**src/rtl/code_lock_ctrl.sv**
```systemverilog
// Keypad combination-lock controller: collects four hex digits, checks them against a
// stored code, handles code replacement while unlocked and a timed lockout after repeated failures.
module code_lock_ctrl #(
    parameter logic [15:0] DEFAULT_CODE   = 16'h1234,
    parameter int          MAX_FAILS      = 3,
    parameter int          LOCKOUT_CYCLES = 100_000_000
) (
    input  logic       clock,
    input  logic       reset,
    input  logic       key_valid,
    input  logic [3:0] key_value,
    input  logic       key_enter,
    input  logic       key_clear,
    output logic [3:0] hex1,
    output logic [3:0] hex2,
    output logic [3:0] hex3,
    output logic [3:0] hex4,
    output logic [2:0] digit_count,
    output logic       enter,
    output logic       unlock,
    output logic       lock,
    output logic       locked_out,
    output logic [2:0] fail_count
);

    localparam int TW = (LOCKOUT_CYCLES > 1) ? $clog2(LOCKOUT_CYCLES) : 1;

    typedef enum logic [1:0] {
        ST_ENTRY    = 2'd0,
        ST_UNLOCKED = 2'd1,
        ST_LOCKOUT  = 2'd2
    } state_t;

    state_t         state_q, state_d;
    logic [15:0]    code_q, code_d;
    // hex_q[3] is the first digit, so the packed vector lines up with the stored code
    logic [3:0][3:0] hex_q, hex_d;
    logic [2:0]     cnt_q, cnt_d;
    logic [2:0]     fail_q, fail_d;
    logic [TW-1:0]  timer_q, timer_d;
    logic           enter_q, enter_d;
    logic           unlock_q, unlock_d;
    logic           lock_q, lock_d;
    logic           locked_out_q, locked_out_d;
    logic [3:0]     fail_inc;

    assign fail_inc = {1'b0, fail_q} + 4'd1;

    always_comb begin
        state_d  = state_q;
        code_d   = code_q;
        hex_d    = hex_q;
        cnt_d    = cnt_q;
        fail_d   = fail_q;
        timer_d  = timer_q;
        enter_d  = 1'b0;
        unlock_d = 1'b0;
        lock_d   = 1'b0;

        case (state_q)
            ST_LOCKOUT: begin
                hex_d = '0;
                cnt_d = '0;
                if (timer_q == '0) begin
                    state_d = ST_ENTRY;
                    fail_d  = '0;
                    enter_d = 1'b1;
                end else begin
                    timer_d = timer_q - 1'b1;
                end
            end
            default: begin
                if (key_clear) begin
                    hex_d   = '0;
                    cnt_d   = '0;
                    enter_d = 1'b1;
                end else if (key_enter) begin
                    if (state_q == ST_UNLOCKED) begin
                        if (cnt_q == 3'd0) begin
                            state_d = ST_ENTRY;
                            enter_d = 1'b1;
                        end else if (cnt_q == 3'd4) begin
                            code_d  = hex_q;
                            state_d = ST_ENTRY;
                            hex_d   = '0;
                            cnt_d   = '0;
                            enter_d = 1'b1;
                        end
                    end else if (cnt_q == 3'd4) begin
                        hex_d = '0;
                        cnt_d = '0;
                        if (hex_q == code_q) begin
                            state_d  = ST_UNLOCKED;
                            fail_d   = '0;
                            unlock_d = 1'b1;
                        end else if (fail_inc < 4'(MAX_FAILS)) begin
                            fail_d  = fail_inc[2:0];
                            enter_d = 1'b1;
                        end else begin
                            // timer counts LOCKOUT_CYCLES-1 down to 0, then one exit cycle
                            fail_d  = 3'(MAX_FAILS);
                            state_d = ST_LOCKOUT;
                            lock_d  = 1'b1;
                            timer_d = TW'(LOCKOUT_CYCLES - 1);
                        end
                    end
                end else if (key_valid && cnt_q < 3'd4) begin
                    hex_d[2'd3 - cnt_q[1:0]] = key_value;
                    cnt_d = cnt_q + 3'd1;
                end
            end
        endcase

        locked_out_d = (state_d == ST_LOCKOUT);
    end

    always_ff @(posedge clock) begin
        if (reset) begin
            state_q      <= ST_ENTRY;
            code_q       <= DEFAULT_CODE;
            hex_q        <= '0;
            cnt_q        <= '0;
            fail_q       <= '0;
            timer_q      <= '0;
            enter_q      <= 1'b0;
            unlock_q     <= 1'b0;
            lock_q       <= 1'b0;
            locked_out_q <= 1'b0;
        end else begin
            state_q      <= state_d;
            code_q       <= code_d;
            hex_q        <= hex_d;
            cnt_q        <= cnt_d;
            fail_q       <= fail_d;
            timer_q      <= timer_d;
            enter_q      <= enter_d;
            unlock_q     <= unlock_d;
            lock_q       <= lock_d;
            locked_out_q <= locked_out_d;
        end
    end

    assign hex1        = hex_q[3];
    assign hex2        = hex_q[2];
    assign hex3        = hex_q[1];
    assign hex4        = hex_q[0];
    assign digit_count = cnt_q;
    assign fail_count  = fail_q;
    assign enter       = enter_q;
    assign unlock      = unlock_q;
    assign lock        = lock_q;
    assign locked_out  = locked_out_q;

endmodule

```
**config.mk**
```make
export PLATFORM = sky130hd
export DESIGN_NAME = code_lock_ctrl
export DESIGN_NICKNAME = d
export VERILOG_FILES = /design/src/rtl/code_lock_ctrl.sv
export SDC_FILE = /design/constraint.sdc
export NUM_CORES = 1
export LEC_CHECK = 0
export BUFFER_PORTS_ARGS = -buffer_cell sky130_fd_sc_hd__buf_4
export CORE_UTILIZATION = 45
export CTS_BUF_LIST = sky130_fd_sc_hd__clkbuf_16
export CTS_CLUSTER_DIAMETER = 40
export CTS_CLUSTER_SIZE = 20
export DETAILED_ROUTE_END_ITERATION = 7
export HOLD_SLACK_MARGIN = 0.02
export PLACE_DENSITY = 0.66
export SLEW_MARGIN = 20
export SYNTH_ARGS = -nofsm -noshare
export SYNTH_HDL_FRONTEND = slang
export SYNTH_SLANG_ARGS = --single-unit
export TNS_END_PERCENT = 1
```
**constraint.sdc**
```tcl
create_clock -name clock -period 3.37 [get_ports clock]
set_input_delay 0.337 -clock clock [delete_from_list [all_inputs] [get_ports clock]]
set_output_delay 0.337 -clock clock [all_outputs]
set_load 0.01 [all_outputs]
```
=== Yosys cells after proc, flatten, opt, wreduce, memory -nomap -nowiden ===
Cells that the tools add are included.

* Bits in registers: 71
* Output and inout port bits: 26
* Word-level logic and storage cells: 103

* Add/sub/neg operators: 4
* Order comparisons: 4
* Equal/unequal tests: 12
* Mux-type cells: 51
* Bitwise logic cells: 5
* Reductions and logical operators: 14

{| class="wikitable"
|+ Operators with widths
! cell !! count
|-
| 2-to-1 mux 27 bit || 8
|-
| 2-to-1 mux 16 bit || 5
|-
| 2-to-1 mux 3 bit || 13
|-
| zero test 27 bit || 1
|-
| subtractor 27 x 1 -> 27 bit, second input constant || 1
|-
| 2-to-1 mux 2 bit || 10
|-
| bitwise mux 16 bit || 1
|-
| equality test 16 bit || 1
|-
| 2-to-1 mux 1 bit || 12
|-
| demux 4 bit (select 2 bit) || 1
|-
| != test 2 x 1 -> 1 bit, second input constant || 4
|-
| AND reduction 7 bit || 1
|-
| OR reduction 7 bit || 1
|-
| AND reduction 6 bit || 1
|-
| nonzero test 2 bit || 3
|-
| OR reduction 6 bit || 1
|-
| inverter 1 bit || 5
|-
| AND reduction 5 bit || 1
|-
| adder 3 x 1 -> 4 bit, second input constant || 1
|-
| equality test 2 bit, second input constant || 2
|-
| < comparator 4 x 2 -> 1 bit, second input constant || 1
|-
| 2-to-1 mux 4 bit || 1
|-
| != test 2 bit, second input constant || 2
|-
| adder 3 x 1 -> 3 bit, second input constant || 1
|-
| 11 further kinds || 12
|}

=== Depth between registers and ports, before layout ===
* Depth in word-level cells: 10
* Mapped depth: 9
* Gate-level depth less buffers: 8

=== Worst setup path after synthesis ===
OpenSTA, ideal clock, no wires.

* Path kind: register -> register
* Start: reg timer_q[0]
* End: reg timer_q[17]
* Setup time: 0.070 ns
* Arrival: 1.999 ns
* Data required time: 3.300 ns
* Path slack: 1.301 ns
* Stages on the path, launching flop included: 9
* Path buffers: 0
* Cell sequence: dfxtp_1 -> inv_1 -> ha_1 -> nor2b_1 -> and4_1 -> nand3_1 -> nand3_2 -> or4b_1 -> a21oi_1

* Longest elaborated chain between the ends: 3
* Elaborated cells on any way between the ends: 6

{| class="wikitable"
|+ Ends and longest elaborated chain
! what !! RTL line !! text
|-
| start: declaration || 40 || <nowiki>logic [TW-1:0] timer_q, timer_d;</nowiki>
|-
| start signal: assignment || 135 || <nowiki>timer_q <= timer_d;</nowiki>
|-
| subtractor 27 x 1 -> 27 bit / zero test 27 bit (equally long branches) || 69, 64 ||
|-
| 2-to-1 mux 27 bit / != test 2 bit (equally long branches) || - ||
|-
| 2-to-1 mux 27 bit / AND reduction 7 bit (equally long branches) || - ||
|}

Several ways; a longest one is shown, not always the timed one. The select of a mux whose other input is x is not followed.
A chain may end at the register's enable or synchronous reset.

=== Worst setup path after layout ===
* Start: reg cnt_q[2], in the netlist digit_count[2]
* End: reg timer_q[19]

* Longest elaborated chain between the ends: 3

{| class="wikitable"
|+ Ends and longest elaborated chain
! what !! RTL line !! text
|-
| start: declaration || 38 || <nowiki>logic [2:0] cnt_q, cnt_d;</nowiki>
|-
| start signal: assignment || 133 || <nowiki>cnt_q <= cnt_d;</nowiki>
|-
| equality test 3 bit || 89 || <nowiki>end else if (cnt_q == 3'd4) begin</nowiki>
|-
| nonzero test 2 bit (no source line) || - ||
|-
| AND reduction 7 bit (no source line) || - ||
|}

No other way between the ends.

==> results.ini <==
[global_routing]
grt_pass1_vias = 2735
overflow = 0
antenna_found_initial = 0
grtUsageTotal_pct = 21.8
grt_max_degree = 47
grt_pass1_wl_um = 13100

[run]
drv_cap = 0

[timing]
period_needed_ns = 2.53
finalHoldViolations = 0
final.setup.worst_slack_ns = 0.837
skew_ns = 0.00727
worstMarginPinSlew_ns = 0.726
setup_viol = 0
slew-limit-headroom_pct = 51.6
finalCritPeriodShare_pct = 75.2
slew_violations = 0
max_freq_ghz = 0.395
rsz0062_at_grt = no
tns_ns = 0

[place]
gp_routability_congestion = 0.906
hpwl_um = 5600
placed_cell_area_um2 = 3750
io_buffers = 34
post-place-ws_ns = 0.880

[synth]
ys_ff_latch = 71
seq_area_frac_synth_pct = 41.5
syn_inst = 401
ys_dominant_reg_cell = dfxtp_1
ys_async_sr_fraction_pct = 0
avgSynthCellArea_um2 = 8.53
synth_top_area_cell = dfxtp_1
yosysWarnings = 0
synth_top_area_share_pct = 41.5
syn-num-nets = 418
syn_area_um2 = 3420
synth_cell_types = 56
synthTopCellsByArea = dfxtp_1 42%, nor2_1 5.9%, nand2_1 5.8%, xnor2_1 5.1%, a21oi_1 4.4%
synth_edf_count = 0

[setup_path]
critPathMaxFanout = 15
critical_path_class = flip-flop to flip-flop
timing.critical_path.arrival_ns = 2.73
worstSetupStartpointType = flip-flop
cp.required_ns = 3.57
cp-end-kind = flip-flop

[clock_tree]
tritoncts = done
post_cts_buffers = 0
htreeDepth = 3
clock_path_buffers = 2
clk-insertion-delay-late_ns = 0.33
cts_resized = 0
path_clk_slew_ns = 0.06
numCtsBuffers = 9
cts_hold_buffers = 0
clock-sinks = 71
cts_root_buffer = clkbuf_16

[floorplanning]
fp.dieArea_um2 = 7960
io_pins = 35
die_y_um = 89.2
core_region_area_um2 = 7290
rows = 31
start_util_pct = 46.9
die_x_um = 89.2

[detailed_routing]
wl_per_cell_um = 15.2
detail-route-antenna-nets = 0
drt_iter0_markers = 208
drc = 0
num_vias = 2953
drt_wl_total_um = 8150
viasPerCell = 5.52
drtPass1Iterations = 4

[status]
status = finished clean

[min_path]
hp-class = input pin to flip-flop

[layout]
num-fill-cells = 704
nets = 449
area_growth_pct = 19.5
num_antenna_cells = 0
utilization_pct = 56.1
postLayoutCellArea_um2 = 4090
drive_gt1_share_pct = 15.6

[power_and_ir_drop]
power.leakage_nw = 1.51
powerDensity_nw_per_um2 = 482
p_total_mw = 1.97
peakVddDrop_uv = 355

[cell families after synthesis]
kind of cell    Yosys count  share of synthesized area [%]
mux                       1                          0.293
simple gates            183                           28.4
fa+ha+maj                 8                           2.93
flops                    71                           41.5
xor+xnor                 32                           8.19
buf+inv                  24                           2.74
compound gates           82                           15.9
[Yosys cell counts, drive strengths merged (3+ instances only)]
cell	instances
and2	6
a21oi	31
or3	4
xor2	12
or4	3
buf	3
nand3b	6
nor4	7
a22oi	16
ha	8
nand2b	7
dfxtp	71
nand3	8
inv	8
nor2	54
clkbuf	13
a211oi	6
nor3b	3
o21ai	12
xnor2	20
nor2b	4
nand2	53
a31oi	5
nand4	11
nor3	7
or2	3
[critical path, cell delays in order (launching register included)]
cell,delay (ns)
dfxtp_1,0.45
nor3b_4,0.35
and2_1,0.29
nand2_1,0.14
or4_1,0.72
nand2b_1,0.36
nor2_1,0.10
[flip-flops by register name, summed over array words and instances, names as in the netlist, 2 cells and up]
signal	cells
code_q	16
digit_count	3
fail_count	3
hex1	4
hex2	4
hex3	4
hex4	4
state_q	2
timer_q	27
[layout make-up]
class	count	area, um^2	area share (%)
sequential	71	1420	34.8
tap	99	124	3.03
clock buffer	9	225	5.51
clock inverter	6	111	2.72
inverter	8	30.0	0.734
timing repair buffer	36	270	6.61
multi-input combinational	306	1910	46.6
[cell usage in the layout (no fill, tap or decap), types with 4 or more instances in the layout]
master | Yosys | routed
a211oi_1 | 5 | 5
a21oi_1 | 30 | 30
a22oi_1 | 16 | 16
a31oi_1 | 5 | 5
and2_1 | 5 | 5
buf_4 | 0 | 36
clkbuf_16 | 0 | 9
dfxtp_1 | 71 | 71
ha_1 | 8 | 8
inv_1 | 8 | 9
nand2_1 | 53 | 53
nand2b_1 | 7 | 7
nand3_1 | 6 | 6
nand3b_1 | 6 | 6
nand4_1 | 11 | 11
nor2_1 | 54 | 54
nor2b_1 | 4 | 4
nor3_1 | 6 | 6
o21ai_0 | 11 | 11
xnor2_1 | 20 | 20
xor2_1 | 12 | 12
[power by group]
part	switching, mW	internal (mW)
Combinational	0.0329	0.0190
Clock	0.356	0.718
Sequential	0.00317	0.842
Total	0.392	1.58
[per-stage QoR]
stage	hold slack (ns)	cells
CTS	0.284	535
floorplan	0.449	401
global route	0.310	535
finish	0.292	535
detailed placement	0.460	520
global placement	0.455	520
[per-layer routing]
metal  GRT usage (%)  wire [um]  vias up
met5               0          0        -
met4            7.50         76        0
met3            4.80        334        9
met2            33.3       3750       58
met1            30.3       3990     1408
li1                -          -     1478
[worst paths after layout]
kind	slack [ns]	startpoint	endpoint	cells after the start
hold reg to reg	0.47	code_q[8]	code_q[8]	2
setup / recovery	0.84	digit_count[2]	timer_q[19]	6
setup reg to reg	0.84	digit_count[2]	timer_q[19]	6
hold / removal	0.29	key_clear	unlock	3
(Power assumes the default switching activity.)
